[config.mk]
export PLATFORM = sky130hd
export DESIGN_NAME = transmit_os_ext
export DESIGN_NICKNAME = d
export VERILOG_FILES = /design/src/rtl/transmit_os_ext.sv
export SDC_FILE = /design/constraint.sdc
export NUM_CORES = 1
export LEC_CHECK = 0
export ABC_CLOCK_PERIOD_IN_PS = 7740
export CAP_MARGIN = 10
export CELL_PAD_IN_SITES_DETAIL_PLACEMENT = 1
export CELL_PAD_IN_SITES_GLOBAL_PLACEMENT = 2
export CORE_MARGIN = 2
export CORE_UTILIZATION = 30
export CTS_CLUSTER_SIZE = 10
export DETAILED_ROUTE_END_ITERATION = 8
export PLACE_DENSITY_LB_ADDON = 0.1
export RECOVER_POWER = 25
export SYNTH_ARGS = -nofsm -noshare
export SYNTH_HDL_FRONTEND = slang
export SYNTH_SLANG_ARGS = --single-unit
[constraint.sdc]
create_clock -name GTX_CLK -period 7.74 [get_ports GTX_CLK]
set_clock_uncertainty 0.15 [all_clocks]
set_input_delay 1.548 -clock GTX_CLK [delete_from_list [all_inputs] [get_ports GTX_CLK]]
set_output_delay 1.548 -clock GTX_CLK [all_outputs]
set_load 0.005 [all_outputs]
[src/rtl/transmit_os_ext.sv]
// GMII-to-ordered-set transmit control: frame sequencing, carrier extension,
// collision flag and saturating frame/error counters.
module transmit_os_ext #(
    parameter int OS_W   = 9,
    parameter int CNT_W  = 16,
    parameter int EXT_EN = 1,
    parameter int CFG_EN = 1
) (
    input  logic             GTX_CLK,
    input  logic             mr_main_reset,
    input  logic [7:0]       TXD,
    input  logic             TX_EN,
    input  logic             TX_ER,
    input  logic             receiving,
    input  logic             TX_OSET_indicate,
    input  logic             tx_even,
    input  logic [2:0]       xmit,
    input  logic             cnt_clr,
    output logic [OS_W-1:0]  TX_O_SET,
    output logic             transmitting,
    output logic             COL,
    output logic [CNT_W-1:0] pkt_cnt,
    output logic [CNT_W-1:0] err_cnt
);

    typedef enum logic [3:0] {
        TX_TEST_XMIT        = 4'd0,
        CONFIGURATION       = 4'd1,
        IDLE                = 4'd2,
        XMIT_DATA           = 4'd3,
        START_OF_PACKET     = 4'd4,
        START_ERROR         = 4'd5,
        TX_PACKET           = 4'd6,
        END_OF_PACKET_NOEXT = 4'd7,
        END_OF_PACKET_EXT   = 4'd8,
        CARRIER_EXTEND      = 4'd9,
        EXTEND_BY_1         = 4'd10,
        EPD2_NOEXT          = 4'd11,
        EPD3                = 4'd12
    } state_t;

    localparam logic [OS_W-1:0] OS_T = OS_W'(1);
    localparam logic [OS_W-1:0] OS_R = OS_W'(2);
    localparam logic [OS_W-1:0] OS_I = OS_W'(3);
    localparam logic [OS_W-1:0] OS_D = OS_W'(4);
    localparam logic [OS_W-1:0] OS_S = OS_W'(5);
    localparam logic [OS_W-1:0] OS_V = OS_W'(6);
    localparam logic [OS_W-1:0] OS_C = OS_W'(8);

    state_t     state;
    state_t     state_nxt;
    logic [2:0] xmit_old;
    logic       mark;
    logic       is_data;
    logic       is_cfg;
    logic       er_eff;
    logic       restart;
    logic       void_v;
    logic       in_start;
    logic       entry;
    logic       leave_pkt;

    // Without carrier extension, an error request outside a frame is just noise.
    always_comb begin
        is_data   = (xmit == 3'd2);
        is_cfg    = (xmit == 3'd4) && (CFG_EN != 0);
        er_eff    = TX_ER && (TX_EN || (EXT_EN != 0));
        restart   = (xmit != xmit_old) && TX_OSET_indicate && !tx_even;
        void_v    = er_eff && (TX_EN || (TXD != 8'h0F));
        in_start  = (state == START_OF_PACKET) || (state == START_ERROR);
        entry     = ((state_nxt == START_OF_PACKET) || (state_nxt == START_ERROR)) && !in_start;
        leave_pkt = (state == TX_PACKET) && (state_nxt != TX_PACKET);
    end

    always_comb begin
        state_nxt = state;
        case (state)
            TX_TEST_XMIT: begin
                if (is_cfg)
                    state_nxt = CONFIGURATION;
                else if (is_data && !TX_EN && !er_eff)
                    state_nxt = XMIT_DATA;
                else
                    state_nxt = IDLE;
            end
            CONFIGURATION: state_nxt = CONFIGURATION;
            IDLE: if (TX_OSET_indicate && is_data && !TX_EN && !er_eff) state_nxt = XMIT_DATA;
            XMIT_DATA: if (TX_OSET_indicate && TX_EN)
                state_nxt = er_eff ? START_ERROR : START_OF_PACKET;
            START_OF_PACKET, START_ERROR: if (TX_OSET_indicate) state_nxt = TX_PACKET;
            TX_PACKET: if (TX_OSET_indicate && !TX_EN)
                state_nxt = er_eff ? END_OF_PACKET_EXT : END_OF_PACKET_NOEXT;
            END_OF_PACKET_NOEXT, EXTEND_BY_1: if (TX_OSET_indicate) state_nxt = EPD2_NOEXT;
            END_OF_PACKET_EXT: if (TX_OSET_indicate)
                state_nxt = er_eff ? CARRIER_EXTEND : EXTEND_BY_1;
            CARRIER_EXTEND: begin
                if (TX_OSET_indicate && TX_EN)
                    state_nxt = er_eff ? START_ERROR : START_OF_PACKET;
                else if (TX_OSET_indicate && !er_eff)
                    state_nxt = EXTEND_BY_1;
            end
            EPD2_NOEXT: if (TX_OSET_indicate) state_nxt = tx_even ? EPD3 : XMIT_DATA;
            EPD3: if (TX_OSET_indicate) state_nxt = XMIT_DATA;
            default: state_nxt = TX_TEST_XMIT;
        endcase
        if (restart)
            state_nxt = TX_TEST_XMIT;
    end

    always_comb begin
        TX_O_SET = OS_I;
        case (state)
            CONFIGURATION:                    TX_O_SET = OS_C;
            START_OF_PACKET, START_ERROR:     TX_O_SET = OS_S;
            TX_PACKET:                        TX_O_SET = void_v ? OS_V : OS_D;
            END_OF_PACKET_NOEXT:              TX_O_SET = OS_T;
            END_OF_PACKET_EXT, CARRIER_EXTEND: TX_O_SET = void_v ? OS_V : OS_R;
            EXTEND_BY_1, EPD2_NOEXT, EPD3:    TX_O_SET = OS_R;
            default:                          TX_O_SET = OS_I;
        endcase
        if (mr_main_reset)
            TX_O_SET = OS_I;
    end

    assign COL = transmitting && receiving;

    // The error mark lives for one frame: set on /V/-causing input, consumed when TX_PACKET is left.
    always_ff @(posedge GTX_CLK) begin
        if (mr_main_reset) begin
            state        <= TX_TEST_XMIT;
            transmitting <= 1'b0;
            mark         <= 1'b0;
            pkt_cnt      <= '0;
            err_cnt      <= '0;
            xmit_old     <= xmit;
        end else begin
            state    <= state_nxt;
            xmit_old <= xmit;

            if (restart)
                transmitting <= 1'b0;
            else if (entry)
                transmitting <= 1'b1;
            else if (state == EPD2_NOEXT)
                transmitting <= 1'b0;
            else if (((state == END_OF_PACKET_NOEXT) || (state == END_OF_PACKET_EXT) ||
                      (state == EXTEND_BY_1)) && !tx_even)
                transmitting <= 1'b0;

            if (leave_pkt || restart)
                mark <= 1'b0;
            else if ((state == TX_PACKET) && TX_OSET_indicate && TX_EN && TX_ER)
                mark <= 1'b1;
            else if (entry && (state_nxt == START_ERROR))
                mark <= 1'b1;

            if (cnt_clr) begin
                pkt_cnt <= '0;
                err_cnt <= '0;
            end else begin
                if (entry && (pkt_cnt != {CNT_W{1'b1}}))
                    pkt_cnt <= pkt_cnt + CNT_W'(1);
                if (leave_pkt && mark && (err_cnt != {CNT_W{1'b1}}))
                    err_cnt <= err_cnt + CNT_W'(1);
            end
        end
    end

endmodule

**After elaboration in Yosys (flattened, before gate mapping)**

Index checks and enable logic that the tools add are counted.

- Bits in registers: 41
- Output and inout port bits: 43
- Bits of input ports: 19

- Eq/ne operators: 21
- Muxes and demuxes: 27
- Reductions and logical operators: 42
- $add $sub $neg: 2

Operators with widths:

| cell | count |
|---|---|
| $mux W4 | 13 |
| $pmux W4 S11 | 1 |
| $add A16 B1 Y16 const B | 2 |
| $ne A16 B16 Y1 const B | 2 |
| $eq A4 B3 Y1 const B | 6 |
| $pmux W4 S6 | 1 |
| $logic_and A1 B1 Y1 | 22 |
| $eq A4 B4 Y1 const B | 5 |
| $reduce_or A2 Y1 | 6 |
| $mux W9 | 1 |
| $eq A4 B2 Y1 const B | 2 |
| $ne A8 B4 Y1 const B | 1 |
| $mux W1 | 7 |
| $logic_or A1 B1 Y1 | 6 |
| $mux W2 | 3 |
| $eq A4 B1 Y1 const B | 1 |
| $logic_not A1 Y1 | 4 |
| $logic_not A4 Y1 | 1 |
| $ne A4 B3 Y1 const B | 1 |
| $eq A3 B2 Y1 const B | 1 |
| $eq A3 B3 Y1 const B | 1 |
| $mux W3 | 1 |
| $ne A3 B3 Y1 | 1 |
| $reduce_bool A3 Y1 | 1 |
| 2 further kinds | 2 |

**Depth between registers and ports, before layout**

- Depth in word-level cells: 13
- Depth in mapped cells: 10

**Worst setup path before layout**

OpenSTA, ideal clock, no wires.

- Path kind: input port to output port
- Start point: input TXD[5]
- End point: output TX_O_SET[2]
- Data required time: 6.042 ns
- Arrival: 2.435 ns
- Setup slack: 3.607 ns
- Stages on the path: 6
- Path through: nor4_1 > nand3_1 > o31ai_1 > nor3_1 > a31oi_1 > nor2_1

- Cells in the longest elaborated chain, start to end: 6

Ends and longest elaborated chain:

| item | line | source |
|---|---|---|
| start: declaration | 11 | `input logic [7:0] TXD,` |
| $ne A8 B4 Y1 | 69 | `void_v = er_eff && (TX_EN \|\| (TXD != 8'h0F));` |
| $logic_or A1 B1 Y1 | 69 |  |
| $logic_and A1 B1 Y1 | 69 |  |
| $mux W3 | 117 | `END_OF_PACKET_EXT, CARRIER_EXTEND: TX_O_SET = void_v ? OS_V : OS_R;` |
| $pmux W4 S6 | 112 | `case (state)` |
| $mux W9 | 121 | `if (mr_main_reset)` |
| end: declaration | 19 | `output logic [OS_W-1:0] TX_O_SET,` |

No other way between the ends.

**Final worst setup path**

Same ends and word-level chain as after synthesis.

==> results by stage <==
Yosys:
- The average instance in the mapped netlist occupies just under 8 um^2.
- For this run, asynchronously set or reset flops after synthesis account for 0.
- The share of the synthesized netlist area taken by xor and xnor gates is 0.04949.
- The fraction of the mapped netlist area in adder cells is 0.01010.
- After synthesis, the share of cell area in mux cells is 0.004040.
- The cell with the most instances after synthesis is dfxtp_1.
- The most used flip-flop cell after synthesis is dfxtp_1.
- The number of enable flip-flop cells after synthesis is 0.
- Sorting the synthesized cells by area gives the leading types as dfxtp_1 (33%), a21oi_1 (5.1%), nor2_1 (4.7%), or3_1 (3.8%), nand3_1 (3.4%).
- The complex-gate fraction of the synthesized area is 0.2015.
- The commonest cells after synthesis are dfxtp_1 (41), nor2_1 (31), a21oi_1 (25), nand2_1 (22), nand3_1 (17).
- During synthesis, Yosys emitted a total of 0 warnings.
- The biggest area contributor in the post-synthesis netlist is dfxtp_1.
- The mapped netlist covers between 2000 and 2500 um^2.
- For this run, the register share of the synthesized area comes to 0.3313.
- Counting every instance in the synthesized netlist gives roughly 310.
- The area share of and/or/nand/nor cells after synthesis is 0.3429.
- The synthesized flop and latch total is 41.
- The share of Yosys cell area claimed by the top area cell type is 0.3313.
- The distinct cell type count after synthesis is 60.
- By area, the combinational part of the netlist is dominated by simple AND/OR/NAND/NOR gates.

Placed design:
- In this run the tool buffered the top-level ports with 56 buffer cells.
- At the end of routability-driven placement, the weighted congestion stood at roughly 0.75.
- After legalization and detailed placement, the total HPWL measured ~5200 um.

Timing:
- The worst slew margin relative to its limit is 0.3822.
- Derived from the worst setup path, the maximum achievable clock frequency is 193.9 MHz.
- For the pin with the worst max-slew slack, the measured transition is roughly 920 ps.
- Of the available clock period, the critical path in the final layout requires 0.6662.
- For the final routed database, the setup TNS stands at 0 ps.
- The minimum clock period is ~5200 ps.
- The final number of hold-violating endpoints is 0.
- Setup repair after global routing left no endpoint under its margin.
- The total setup violations reported at the end of the flow is 0.
- The final max-slew violation count is 0.

Setup path:
- STA classifies the critical path startpoint as an input port.
- The endpoint required time on the critical path is around 6000 ps.
- The register-to-register setup slack is 4360 ps.
- The endpoint kind of the worst setup timing path is an output pin.
- The worst register-to-register path ends at err_cnt[5].
- Counting cells, the worst reg-to-reg path comes to 7.
- The critical path is of the in -> out type.
- Data arrives at the worst endpoint at 3460 ps.
- Tracing the worst setup path back leads to its startpoint at TXD[5].
- The startpoint of the worst register-to-register path is state[0].
- The most critical setup path has its endpoint at TX_O_SET[2].
- Of all nets on the critical path, the largest fanout is 2.

Clocking:
- TritonCTS built the clock tree.
- Once the clock tree was built, the setup fixing pass inserted 0 buffers.
- The clock sink count is 41.
- The number of clock buffers added by TritonCTS is 5.
- The post-CTS resize count is 0.
- For this design, the CTS-stage hold fixing added 0 buffers.
- The root buffer selected by CTS is clkbuf_8.
- The clock latency of the later-clocked register in the worst-skew pair is between 200 and 300 ps.
- The H-tree level count is 2.
- Clock-pin slew was measured on the worst setup and hold paths at around 80 ps.
- The number of buffers on the longest clock path is 2.

Layout:
- The growth of design area from synthesis to finish is 26.87%.
- In the final layout, the share of cells above drive strength 1 is 0.05014.
- The count of nets after finishing is ~380.
- 0 antenna diodes ended up in the layout.
- The fill cell instance count of the final layout is around 1000.

Global route:
- The first global-routing pass estimated 11990 um of wire.
- Entering global routing, the biggest net connects 30 pins.
- The initial antenna violation count is 0.
- The aggregate global-route resource usage is 0.1671.
- The overflow left after global routing is 0.
- The via count of the first global-routing pass is about 2400.

Detailed routing:
- The first detailed-routing pass ran for 4 iterations.
- In the routed design, unresolved DRC markers number 0.
- Dividing the detail-routed via count by the number of cells gives approximately 5.2.
- The antenna violation net count after detailed routing is 0.
- Dividing the detail-routed wire length by the instance count gives 15.15 um.
- The first routing iteration left 81 violations.
- The final routed wirelength across all metal layers is about 7000 um.
- The detailed router placed approximately 2400 vias in this run.

Power and ir drop:
- In this run the power density over the cells is approximately 130 nW/um^2.
- The design draws slightly below 400 uW.
- The analysis attributes to cell leakage a power of approximately 1.1 nW.
- The maximum VDD drop is around 0.052 mV.

Floorplanning:
- The die covers around 9000 um^2.
- The floorplan has 33 rows.
- For this configuration, the core starts out at a cell density of 0.3061.
- The floorplan step defined a core boundary enclosing between 8000 and 9000 um^2.
- Pin placement for this block handled between 60 and 70 I/O pins.
- The vertical die dimension is roughly 95 um.
- The horizontal extent of the die is 94.88 um.

Hold path:
- The class of the most critical hold timing path is reg -> reg.

Outcome:
- The run finished with clean final reports.

Flow run:
- The count of max-cap constraint violations is 0.
## flip-flops by register name (all words and copies together) (netlist names)
name	cells
pkt_cnt	16
transmitting	1
state	4
mark	1
xmit_old	3
err_cnt	16
## final cells by class
type	count	area, um^2	share of cell area
inverters	6	22.52	0.007166
clock buffers	6	72.57	0.02309
clock inverters	2	10.01	0.003185
flip-flops and latches	41	820.8	0.2611
multi-input cells	248	1525	0.4853
well taps	105	131.4	0.04180
repair buffers	56	560.5	0.1783
## stage by stage
step	setup WS [ps]	util	std cells	hold slack, ps	cell area, um^2
2_1_floorplan	3607	-	317	330.4	2492
3_3_place_gp	2639	0.3782	456	336.0	3060
3_5_place_dp	2556	0.3782	456	349.4	3060
4_1_cts	2548	0.3884	464	363.8	3143
5_1_grt	2373	0.3884	464	380.7	3143
6_report	2583	0.3884	464	358.8	3143
## kinds of logic after synthesis
group / Yosys count
flip-flops: 41
buffers and inverters: 28
XOR/XNOR: 14
adder cells (fa/ha/maj): 2
other: 1
AO/OA/AOI/OAI: 79
AND/OR/NAND/NOR: 147
multiplexers: 1
## power breakdown
group | switching [mW] | internal, mW | total [mW] | leakage [nW]
Sequential | 0.00617 | 0.213 | 0.219 | 0.332
Combinational | 0.0217 | 0.0188 | 0.0406 | 0.711
Clock | 0.0735 | 0.0626 | 0.136 | 0.0450
## worst min-delay path by stage
stage / from / end / slack (ps) / cells past startpoint
after floorplan: pkt_cnt[13] / pkt_cnt[13] / 330 / 2
after global placement: err_cnt[14] / err_cnt[14] / 340 / 2
after detailed placement: err_cnt[7] / err_cnt[7] / 350 / 2
after CTS: err_cnt[7] / err_cnt[7] / 360 / 2
after global routing: err_cnt[14] / err_cnt[14] / 380 / 2
final: pkt_cnt[5] / pkt_cnt[5] / 360 / 2
## critical path, stage by stage
cell,delay (ps)
clkdlybuf4s50_1,400
nor4_1,290
nand3_1,120
o31ai_1,330
nor3_1,90
a31oi_1,180
nor2_1,60
clkdlybuf4s50_1,450
## layer usage
layer | GRT usage | share of wire | vias to the layer above
met4 | 0.03744 | 0.0081 | 0
met2 | 0.2595 | 0.44 | 42
met3 | 0.02953 | 0.033 | 7
li1 | - | - | 1221
met5 | 0 | 0 | -
met1 | 0.2404 | 0.51 | 1155
## cells in the final DEF, fill, tap and decap left out, types with 9 or more instances in the layout
| master | n |
|---|---|
| clkdlybuf4s50_1 | 37 |
| o21ai_0 | 12 |
| nand3_1 | 17 |
| o21ai_1 | 9 |
| nand2b_1 | 9 |
| or3_1 | 15 |
| nand2_1 | 22 |
| a21oi_1 | 25 |
| dfxtp_1 | 41 |
| dlygate4sd3_1 | 19 |
| nor2_1 | 31 |
Power figures use the tool's default switching activity.
